--- config.mk ---
export PLATFORM = sky130hd
export DESIGN_NAME = wb_arbiter
export DESIGN_NICKNAME = d
export VERILOG_FILES = /design/src/rtl/wb_pkg.sv /design/src/rtl/wb_fifo.sv /design/src/rtl/wb_arbiter.sv
export SDC_FILE = /design/constraint.sdc
export NUM_CORES = 1
export LEC_CHECK = 0
export BUFFER_PORTS_ARGS = -buffer_cell sky130_fd_sc_hd__buf_2
export CAP_MARGIN = 20
export CORE_MARGIN = 5
export CORE_UTILIZATION = 35
export CTS_CLUSTER_SIZE = 20
export DETAILED_ROUTE_END_ITERATION = 8
export SLEW_MARGIN = 40
export SYNTH_ARGS = -nofsm -noshare
export SYNTH_HDL_FRONTEND = slang
export SYNTH_SLANG_ARGS = --single-unit
export TNS_END_PERCENT = 5
--- constraint.sdc ---
create_clock -name clk -period 3.2 [get_ports clk]
set_input_delay 0.16 -clock clk [delete_from_list [all_inputs] [get_ports clk]]
set_output_delay 0.16 -clock clk [all_outputs]
set_load 0.02 [all_outputs]
--- src/rtl/wb_pkg.sv ---
// rtl/wb_pkg.sv - shared widths and the write-back entry type
//   XLEN       : register data width
//   REG_AW     : register address width
//   wb_entry_t : {rd, data} pair carried through the arbiter and load FIFO
package wb_pkg;

    localparam int XLEN   = 32;
    localparam int REG_AW = 5;

    typedef struct packed {
        logic [REG_AW-1:0] rd;
        logic [XLEN-1:0]   data;
    } wb_entry_t;

endpackage

--- src/rtl/wb_fifo.sv ---
// rtl/wb_fifo.sv - load-result FIFO with per-entry rd/valid export
//   clk, rst        : clock, synchronous active-high reset
//   push, push_data : write one entry at the tail
//   pop, head       : remove the entry at the head / current head entry
//   count           : occupancy (0..DEPTH)
//   full, empty     : occupancy flags
//   entry_rd        : rd field of every storage slot
//   entry_valid     : slot currently holds a buffered entry
module wb_fifo
    import wb_pkg::*;
#(
    parameter int DEPTH = 4
) (
    input  logic                               clk,
    input  logic                               rst,
    input  logic                               push,
    input  wb_entry_t                          push_data,
    input  logic                               pop,
    output wb_entry_t                          head,
    output logic [$clog2(DEPTH):0]             count,
    output logic                               full,
    output logic                               empty,
    output logic [DEPTH-1:0][REG_AW-1:0]       entry_rd,
    output logic [DEPTH-1:0]                   entry_valid
);

    localparam int PTR_W = $clog2(DEPTH);
    localparam int CNT_W = PTR_W + 1;

    wb_entry_t              mem [DEPTH];
    logic [PTR_W-1:0]       wr_ptr;
    logic [PTR_W-1:0]       rd_ptr;

    assign full  = (count == CNT_W'(DEPTH));
    assign empty = (count == '0);
    assign head  = mem[rd_ptr];

    // Pointers are log2(DEPTH) wide, so plain increment wraps modulo DEPTH.
    always_ff @(posedge clk) begin
        if (rst) begin
            wr_ptr <= '0;
            rd_ptr <= '0;
            count  <= '0;
        end else begin
            if (push) begin
                wr_ptr <= wr_ptr + 1'b1;
            end
            if (pop) begin
                rd_ptr <= rd_ptr + 1'b1;
            end
            count <= count + CNT_W'(push) - CNT_W'(pop);
        end
    end

    // Storage needs no reset: validity is derived from rd_ptr/count.
    always_ff @(posedge clk) begin
        if (push) begin
            mem[wr_ptr] <= push_data;
        end
    end

    // A slot is live when its distance from the head is below the occupancy.
    always_comb begin
        logic [PTR_W-1:0] offset;
        entry_rd    = '0;
        entry_valid = '0;
        offset      = '0;
        for (int i = 0; i < DEPTH; i++) begin
            offset         = PTR_W'(i) - rd_ptr;
            entry_rd[i]    = mem[i].rd;
            entry_valid[i] = ({1'b0, offset} < count);
        end
    end

endmodule

--- src/rtl/wb_arbiter.sv ---
// rtl/wb_arbiter.sv - register-file write-back arbiter (execute vs. load)
//   clk, rst                          : clock, synchronous active-high reset
//   ex_valid/ex_rd/ex_data/ex_ready   : execute result handshake
//   ld_valid/ld_rd/ld_data/ld_ready   : load result handshake
//   w_en/waddr/wdata                  : registered register-file write port
//   q_addr1/q_addr2 -> q_hit1/q_hit2  : pending-write hazard query
//   Optional macro WB_HAZARD_EN enables the hazard comparators; otherwise
//   q_hit1/q_hit2 are tied low.
module wb_arbiter
    import wb_pkg::*;
#(
    parameter int DEPTH = 4
) (
    input  logic              clk,
    input  logic              rst,
    input  logic              ex_valid,
    input  logic [REG_AW-1:0] ex_rd,
    input  logic [XLEN-1:0]   ex_data,
    output logic              ex_ready,
    input  logic              ld_valid,
    input  logic [REG_AW-1:0] ld_rd,
    input  logic [XLEN-1:0]   ld_data,
    output logic              ld_ready,
    output logic              w_en,
    output logic [REG_AW-1:0] waddr,
    output logic [XLEN-1:0]   wdata,
    input  logic [REG_AW-1:0] q_addr1,
    input  logic [REG_AW-1:0] q_addr2,
    output logic              q_hit1,
    output logic              q_hit2
);

    localparam int CNT_W = $clog2(DEPTH) + 1;

    wb_entry_t                   fifo_head;
    wb_entry_t                   ld_entry;
    wb_entry_t                   issue_entry;
    logic [CNT_W-1:0]            fifo_count;
    logic                        fifo_full;
    logic                        fifo_empty;
    logic [DEPTH-1:0][REG_AW-1:0] fifo_rd;
    logic [DEPTH-1:0]            fifo_vld;
    logic                        sel_fifo;
    logic                        sel_ex;
    logic                        sel_ld;
    logic                        issue_valid;
    logic                        push;
    logic                        pop;

    assign ld_entry = '{rd: ld_rd, data: ld_data};

    // Neither source is accepted while the FIFO is full: a load could not be
    // buffered, and the FIFO head owns the write port that cycle.
    assign ex_ready = ~fifo_full;
    assign ld_ready = ~fifo_full;

    always_comb begin
        sel_fifo = 1'b0;
        sel_ex   = 1'b0;
        sel_ld   = 1'b0;
        if (fifo_full) begin
            sel_fifo = 1'b1;
        end else if (ex_valid) begin
            sel_ex = 1'b1;
        end else if (!fifo_empty) begin
            sel_fifo = 1'b1;
        end else if (ld_valid) begin
            sel_ld = 1'b1;
        end
    end

    always_comb begin
        issue_entry = '0;
        if (sel_fifo) begin
            issue_entry = fifo_head;
        end else if (sel_ex) begin
            issue_entry = '{rd: ex_rd, data: ex_data};
        end else if (sel_ld) begin
            issue_entry = ld_entry;
        end
    end

    assign issue_valid = sel_fifo | sel_ex | sel_ld;
    assign pop         = sel_fifo;
    // Any accepted load that did not take the direct path goes to the tail.
    assign push        = ld_valid & ~fifo_full & ~sel_ld;

    wb_fifo #(
        .DEPTH (DEPTH)
    ) u_fifo (
        .clk         (clk),
        .rst         (rst),
        .push        (push),
        .push_data   (ld_entry),
        .pop         (pop),
        .head        (fifo_head),
        .count       (fifo_count),
        .full        (fifo_full),
        .empty       (fifo_empty),
        .entry_rd    (fifo_rd),
        .entry_valid (fifo_vld)
    );

    // Writes to x0 complete their handshake but never reach the register
    // file; address/data hold their last real write in that case.
    always_ff @(posedge clk) begin
        if (rst) begin
            w_en  <= 1'b0;
            waddr <= '0;
            wdata <= '0;
        end else begin
            w_en <= issue_valid && (issue_entry.rd != '0);
            if (issue_valid && (issue_entry.rd != '0)) begin
                waddr <= issue_entry.rd;
                wdata <= issue_entry.data;
            end
        end
    end

`ifdef WB_HAZARD_EN
    always_comb begin
        logic m1;
        logic m2;
        m1 = w_en && (waddr == q_addr1);
        m2 = w_en && (waddr == q_addr2);
        for (int i = 0; i < DEPTH; i++) begin
            if (fifo_vld[i] && (fifo_rd[i] == q_addr1)) begin
                m1 = 1'b1;
            end
            if (fifo_vld[i] && (fifo_rd[i] == q_addr2)) begin
                m2 = 1'b1;
            end
        end
        q_hit1 = m1 && (q_addr1 != '0);
        q_hit2 = m2 && (q_addr2 != '0);
    end
`else
    logic unused_hazard;
    assign unused_hazard = ^{q_addr1, q_addr2, fifo_rd, fifo_vld};
    assign q_hit1 = 1'b0;
    assign q_hit2 = 1'b0;
`endif

endmodule

### Word level (Yosys, flattened, before mapping)

Memories as Yosys holds them, arrays and structs flattened. A register that Yosys moved wholly into a read port is not among the register bits.
Cells that the tools add are included.

| word-level totals | value |
|---|---|
| input bits | 88 |
| word-level logic and storage cells | 37 |
| output and inout port bits | 42 |
| memories kept | 1 |
| bits in registers | 45 |
| bits in writable memories | 148 |

Memory list:

| memory | words | bits a word | read ports | clocked after memory_dff | write ports | RTL line | RTL |
|---|---|---|---|---|---|---|---|
| u_fifo.mem | 4 | 37 | 1 | 1 | 1 | wb_fifo.sv:30 | `wb_entry_t mem [DEPTH];` |

| cells by class | value |
|---|---|
| equal/unequal tests | 1 |
| reductions and logical operators | 3 |
| add/subtract/negate cells | 4 |
| bitwise logic cells | 6 |
| muxes and demuxes | 16 |

Operator list:

| operator | number |
|---|---|
| $mux 37 | 3 |
| $mux 1 | 11 |
| $reduce_bool 5->1 | 1 |
| $add 2x1->2 const B | 2 |
| $mux 2 | 2 |
| $add 3x1->3 | 1 |
| $eq 3x3->1 const B | 1 |
| $logic_not 3->1 | 1 |
| $sub 3x1->3 | 1 |
| $and 1x1->1 | 2 |
| $not 1->1 | 2 |
| $or 1x1->1 | 2 |
| $logic_and 1x1->1 | 1 |

### Logic depth before layout (Yosys ltp)

| logic depth | value |
|---|---|
| depth after elaboration | 9 |
| depth in mapped cells | 12 |

### Hierarchy

From an unflattened synthesis, not the netlist that was laid out.

| unflattened totals | value |
|---|---|
| cells, all modules | 475 |
| area total of the unflattened synthesis | 8,146.6 um^2 |

Modules (own cells, without submodules):

| module | times used | area each (um^2) | seq. area each (um^2) | cells an instance |
|---|---|---|---|---|
| wb_fifo | 1 | 6,094.6 | 4,624.4 | 273 |
| wb_arbiter | 1 | 2,052.0 | 760.7 | 202 |

### Least setup slack after synthesis

OpenSTA, ideal clock, no wires.

| path | value |
|---|---|
| path kind | register to register |
| from | register u_fifo.count[1] |
| to | register u_fifo.count[2] |
| buffers on the path | 2 |
| data required time | 3.072 ns |
| setup slack | 0.557 ns |
| data arrival time | 2.516 ns |
| stages on the path, launching flop included | 13 |
| cells stage by stage | dfxtp_1 > or2_2 > o21ai_1 > inv_1 > buf_2 > buf_1 > ha_1 > inv_1 > ha_1 > fa_1 > xnor2_1 > xnor2_1 > nor2_1 |

| on the way | value |
|---|---|
| elaborated cells on any way between the ends | 14 |

RTL lines:

| element | RTL line | RTL |
|---|---|---|
| from (decl) | wb_fifo.sv:20 | `output logic [$clog2(DEPTH):0] count,` |
| from (signal assigned) | wb_fifo.sv:51 | `count <= count + CNT_W'(push) - CNT_W'(pop);` |
| $logic_not 3->1 | wb_fifo.sv:35 | `assign empty = (count == '0);` |
| $mux 1 | wb_arbiter.sv:65 | `end else if (!fifo_empty) begin` |
| $mux 1 | wb_arbiter.sv:63 | `end else if (ex_valid) begin` |
| $mux 1 * | wb_arbiter.sv:61 | `if (fifo_full) begin` |
| via pop | wb_arbiter.sv:48 | `logic pop;` |
| $sub 3x1->3 * | wb_fifo.sv:51 |  |

Mark *: on every way through the listed nets, which the timed path passes. The rest lies on a longest branch.
A chain may end at the register's enable or synchronous reset.

### Worst setup path after layout

| path | value |
|---|---|
| from | register u_fifo.count[1] |
| to | register wdata[24] |

| on the way | value |
|---|---|
| longest elaborated chain between the ends | 9 |
| elaborated cells on any way between the ends | 16 |

Ends and longest elaborated chain:

| element | RTL line | RTL |
|---|---|---|
| $logic_not 3->1 | wb_fifo.sv:35 |  |
| $mux 1 | wb_arbiter.sv:65 |  |
| $mux 1 | wb_arbiter.sv:63 |  |
| $mux 1 | wb_arbiter.sv:61 |  |
| $mux 37 | wb_arbiter.sv:78 | `end else if (sel_ld) begin` |
| $mux 37 | wb_arbiter.sv:76 | `end else if (sel_ex) begin` |
| $mux 37 | wb_arbiter.sv:74 | `if (sel_fifo) begin` |
| $reduce_bool 5->1 | wb_arbiter.sv:113 | `if (issue_valid && (issue_entry.rd != '0)) begin` |
| $logic_and 1x1->1 | wb_arbiter.sv:113 |  |
| to (signal assigned) | wb_arbiter.sv:115 | `wdata <= issue_entry.data;` |
| to (decl) | wb_arbiter.sv:26 | `output logic [XLEN-1:0] wdata,` |

Parallel ways exist; a longest one is shown, timed or not.

==> key figures <==
Synth
  – Synth area leaders: edfxtp_1 (55%), dfxtp_1 (12%), mux4_2 (10%)
  – Netlist cell types: 42
  – Sequential-to-total area share from yosys stat: 0.666
  – Mapped Area: 8090 sq um
  – Post-synth top area share: 0.550
  – Synth area leader: edfxtp_1
  – Syn Area/Cell: 16.8 sq um
  – Synth Instances: 482
  – Synth warn: 0
  – #FFs+latches synth: 195

Timing
  – Max-Slew Margin vs Limit: 0.550
  – Final setup vio count: 0
  – Worst Hold Margin: 135 ps
  – Hold Fails Final Rpt: 0
  – Actual slew at the worst max-slew pin: 675 ps
  – Setup TNS: 0 ps
  – Final Max Slew Viols: 0
  – Fmax: 357 MHz
  – Minimum clock period: 2800 ps
  – Final period utilization: 0.875
  – Worst-case clock skew: 7.67 ps
  – RSZ-0062 raised after global routing: no

Routing
  – Final ANT Viol Nets: 0
  – Vias per Instance: 5.09
  – Met1 wire length: 8.10 mm
  – DR WL/cell: 20.0 microns
  – Met3 wire len: 1.24 mm
  – Vias: 4746
  – DR DRC count: 0
  – Drt initial violations: 442
  – Detailed Route WL: 18.7 mm
  – DRT Pass-1 Iters: 5
  – DR WL met2: 9.11 mm
  – Top sig layer: met5

Global route
  – First-pass GRT wire length: 29.2 mm
  – Tot GR Track Use: 0.144
  – Final global-route overflow total: 0
  – Vias in the first global route: 5134
  – Initial antenna violation count: 2
  – Largest net degree at the start of global routing: 79

Clocking
  – Max Buffers Root-to-Sink: 2
  – Setup Buffers After CTS: 0
  – CTS tree: built
  – Post-CTS sizing: 0
  – Register clock-pin slew on the reported worst setup and hold paths: 70 ps
  – # H-tree levels: 4
  – Sink Count: 195
  – Clk root buf: clkbuf_16
  – # hold bufs at CTS: 37
  – CTS Buf Count: 17
  – Clock latency on the worst-skew pair: 430 ps

Pwr
  – Internal Power: 0.00553 W
  – Seq pwr share: 0.418
  – Combinational power share: 0.314
  – Clock share of power: 0.268
  – Pwr/cell area: 806 nW/um^2
  – Leak: 3.58 nW
  – Worst IR Drop VDD: 333 uV
  – Switching Share: 0.311
  – P_sw: 0.00250 W

Final layout
  – N_diodes: 0
  – Layout net count: 729
  – Most frequent cells in the layout: edfxtp_1 (148), buf_2 (117), nor2_1 (47)
  – Most common cell after layout, fill and taps aside: edfxtp_1
  – Layout area overhead: 23.0%
  – Layout cells sized above 1: 0.380

Worst setup path
  – Critical Setup Path Class: register to register
  – Worst R2R Setup Slack: 400 ps
  – Crit Path Max Fanout: 33
  – Startpoint types: register
  – Critical path arrival: 3120 ps
  – CP required: 3520 ps
  – CP Capture Type: register

Place
  – I/O Buffers: 117
  – Placer Congestion: 0.739
  – Post-DP HPWL: 11.8 mm

Floorplan
  – Die Wd: 162 microns
  – IO Pins: 130
  – DIE AREA: 26200 sq um
  – Cell row count: 55
  – Die Span Y: 162 microns
  – Core box area: 22700 sq um
  – Initial core utilization: 0.356

Run status
  – Outcome: complete, no violations

Min path
  – HP Class: input port to register

Run
  – Max_cap viols: 0
==> layout make-up <==
| type | instances | area (sq um) |
|---|---|---|
| Fill cell | 2024 | 12800 |
| Clock inverter | 13 | 153 |
| Multi-Input combinational cell | 243 | 2470 |
| Sequential cell | 195 | 5390 |
| Inverter | 8 | 30.0 |
| Timing Repair Buffer | 169 | 1110 |
| Clock buffer | 19 | 443 |
| Tap cell | 285 | 357 |
==> stage by stage <==
step	utilization	power, W	instance area (sq um)	setup WS, ps	cells
2_1_floorplan	-	0.00519	8090	557	483
5_1_grt	0.438	0.00845	9950	155	932
6_report	0.438	0.00802	9950	401	932
3_3_place_gp	0.396	0.00584	8980	520	863
3_5_place_dp	0.396	0.00592	8980	424	863
4_1_cts	0.438	0.00812	9950	407	932
==> logic make-up (layout without fill, tap and decap cells) <==
logic type	Yosys count	after routing	share of synthesized area
fa+ha+maj	7	7	0.0118
simple gates	104	104	0.0668
compound gates	55	55	0.0580
flops	195	195	0.666
mux	70	70	0.161
other cells	1	2	0.000464
buf+inv	45	209	0.0308
xor+xnor	5	5	0.00541
==> registers in the layout, indices dropped and copies added (netlist names), named ones only <==
register,count
wdata,32
u_fifo.rd_ptr,2
w_en,1
u_fifo.wr_ptr,2
u_fifo.count,3
u_fifo.mem,148
waddr,5
==> layer usage <==
metal	GRT usage	up-vias
li1	-	2195
met1	0.189	2365
met5	0	-
met4	0.0373	4
met3	0.0396	23
met2	0.238	159
==> critical path, cell delays in order, from the launching register on <==
cell and delay, ps:
dfxtp_1 360, or2_2 310, o21ai_1 230, clkinv_1 220, buf_4 290, nand2_1 120
o21a_1 180, and4_2 280, buf_12 280, mux2_2 370
==> worst paths after layout <==
path                                       from        end  cells after the start
worst max-delay path            u_fifo.count[1]  wdata[24]                      9
worst min-delay path                 ex_data[2]   wdata[2]                      4
worst max register to register  u_fifo.count[1]  wdata[24]                      9
worst min register to register         waddr[0]   waddr[0]                      2
==> synth_stat cells <==
| cell type | count |
|---|---|
| mux2_4 | 29 |
| mux2i_1 | 1 |
| buf_12 | 3 |
| buf_6 | 1 |
| buf_4 | 4 |
| and3_4 | 1 |
| nand4_1 | 3 |
| nor2_1 | 47 |
| conb_1 | 1 |
| mux4_2 | 36 |
| o21ai_1 | 1 |
| a31oi_1 | 1 |
| ha_1 | 6 |
| nor2b_1 | 34 |
| a222oi_1 | 32 |
| or3b_4 | 1 |
| buf_1 | 2 |
| and2_1 | 5 |
| o22a_1 | 1 |
| o22ai_1 | 2 |
| o21a_1 | 2 |
| dfxtp_1 | 47 |
| a22oi_2 | 1 |
| or4_1 | 2 |
| a21oi_2 | 1 |
| edfxtp_1 | 148 |
| nand2_1 | 5 |
| buf_2 | 7 |
| a2bb2oi_2 | 1 |
| fa_1 | 1 |
| nand3_1 | 1 |
| nor4bb_1 | 1 |
| mux2_2 | 4 |
| and3_1 | 1 |
| xor2_1 | 1 |
| a21oi_1 | 9 |
| inv_1 | 8 |
| and4_1 | 2 |
| xnor2_1 | 4 |
| or2_2 | 1 |
| clkbuf_1 | 20 |
| o21ai_0 | 4 |
==> power groups by stage <==
stage | sequential [W] | combinational [W] | clock (W)
final | 0.00335 | 0.00252 | 0.00215
after global routing | 0.00340 | 0.00273 | 0.00232
after CTS | 0.00337 | 0.00255 | 0.00220
after detailed placement | 0.00342 | 0.00250 | 0
after global placement | 0.00339 | 0.00245 | 0
after floorplan | 0.00352 | 0.00166 | 0
(Power assumes the default switching activity.)
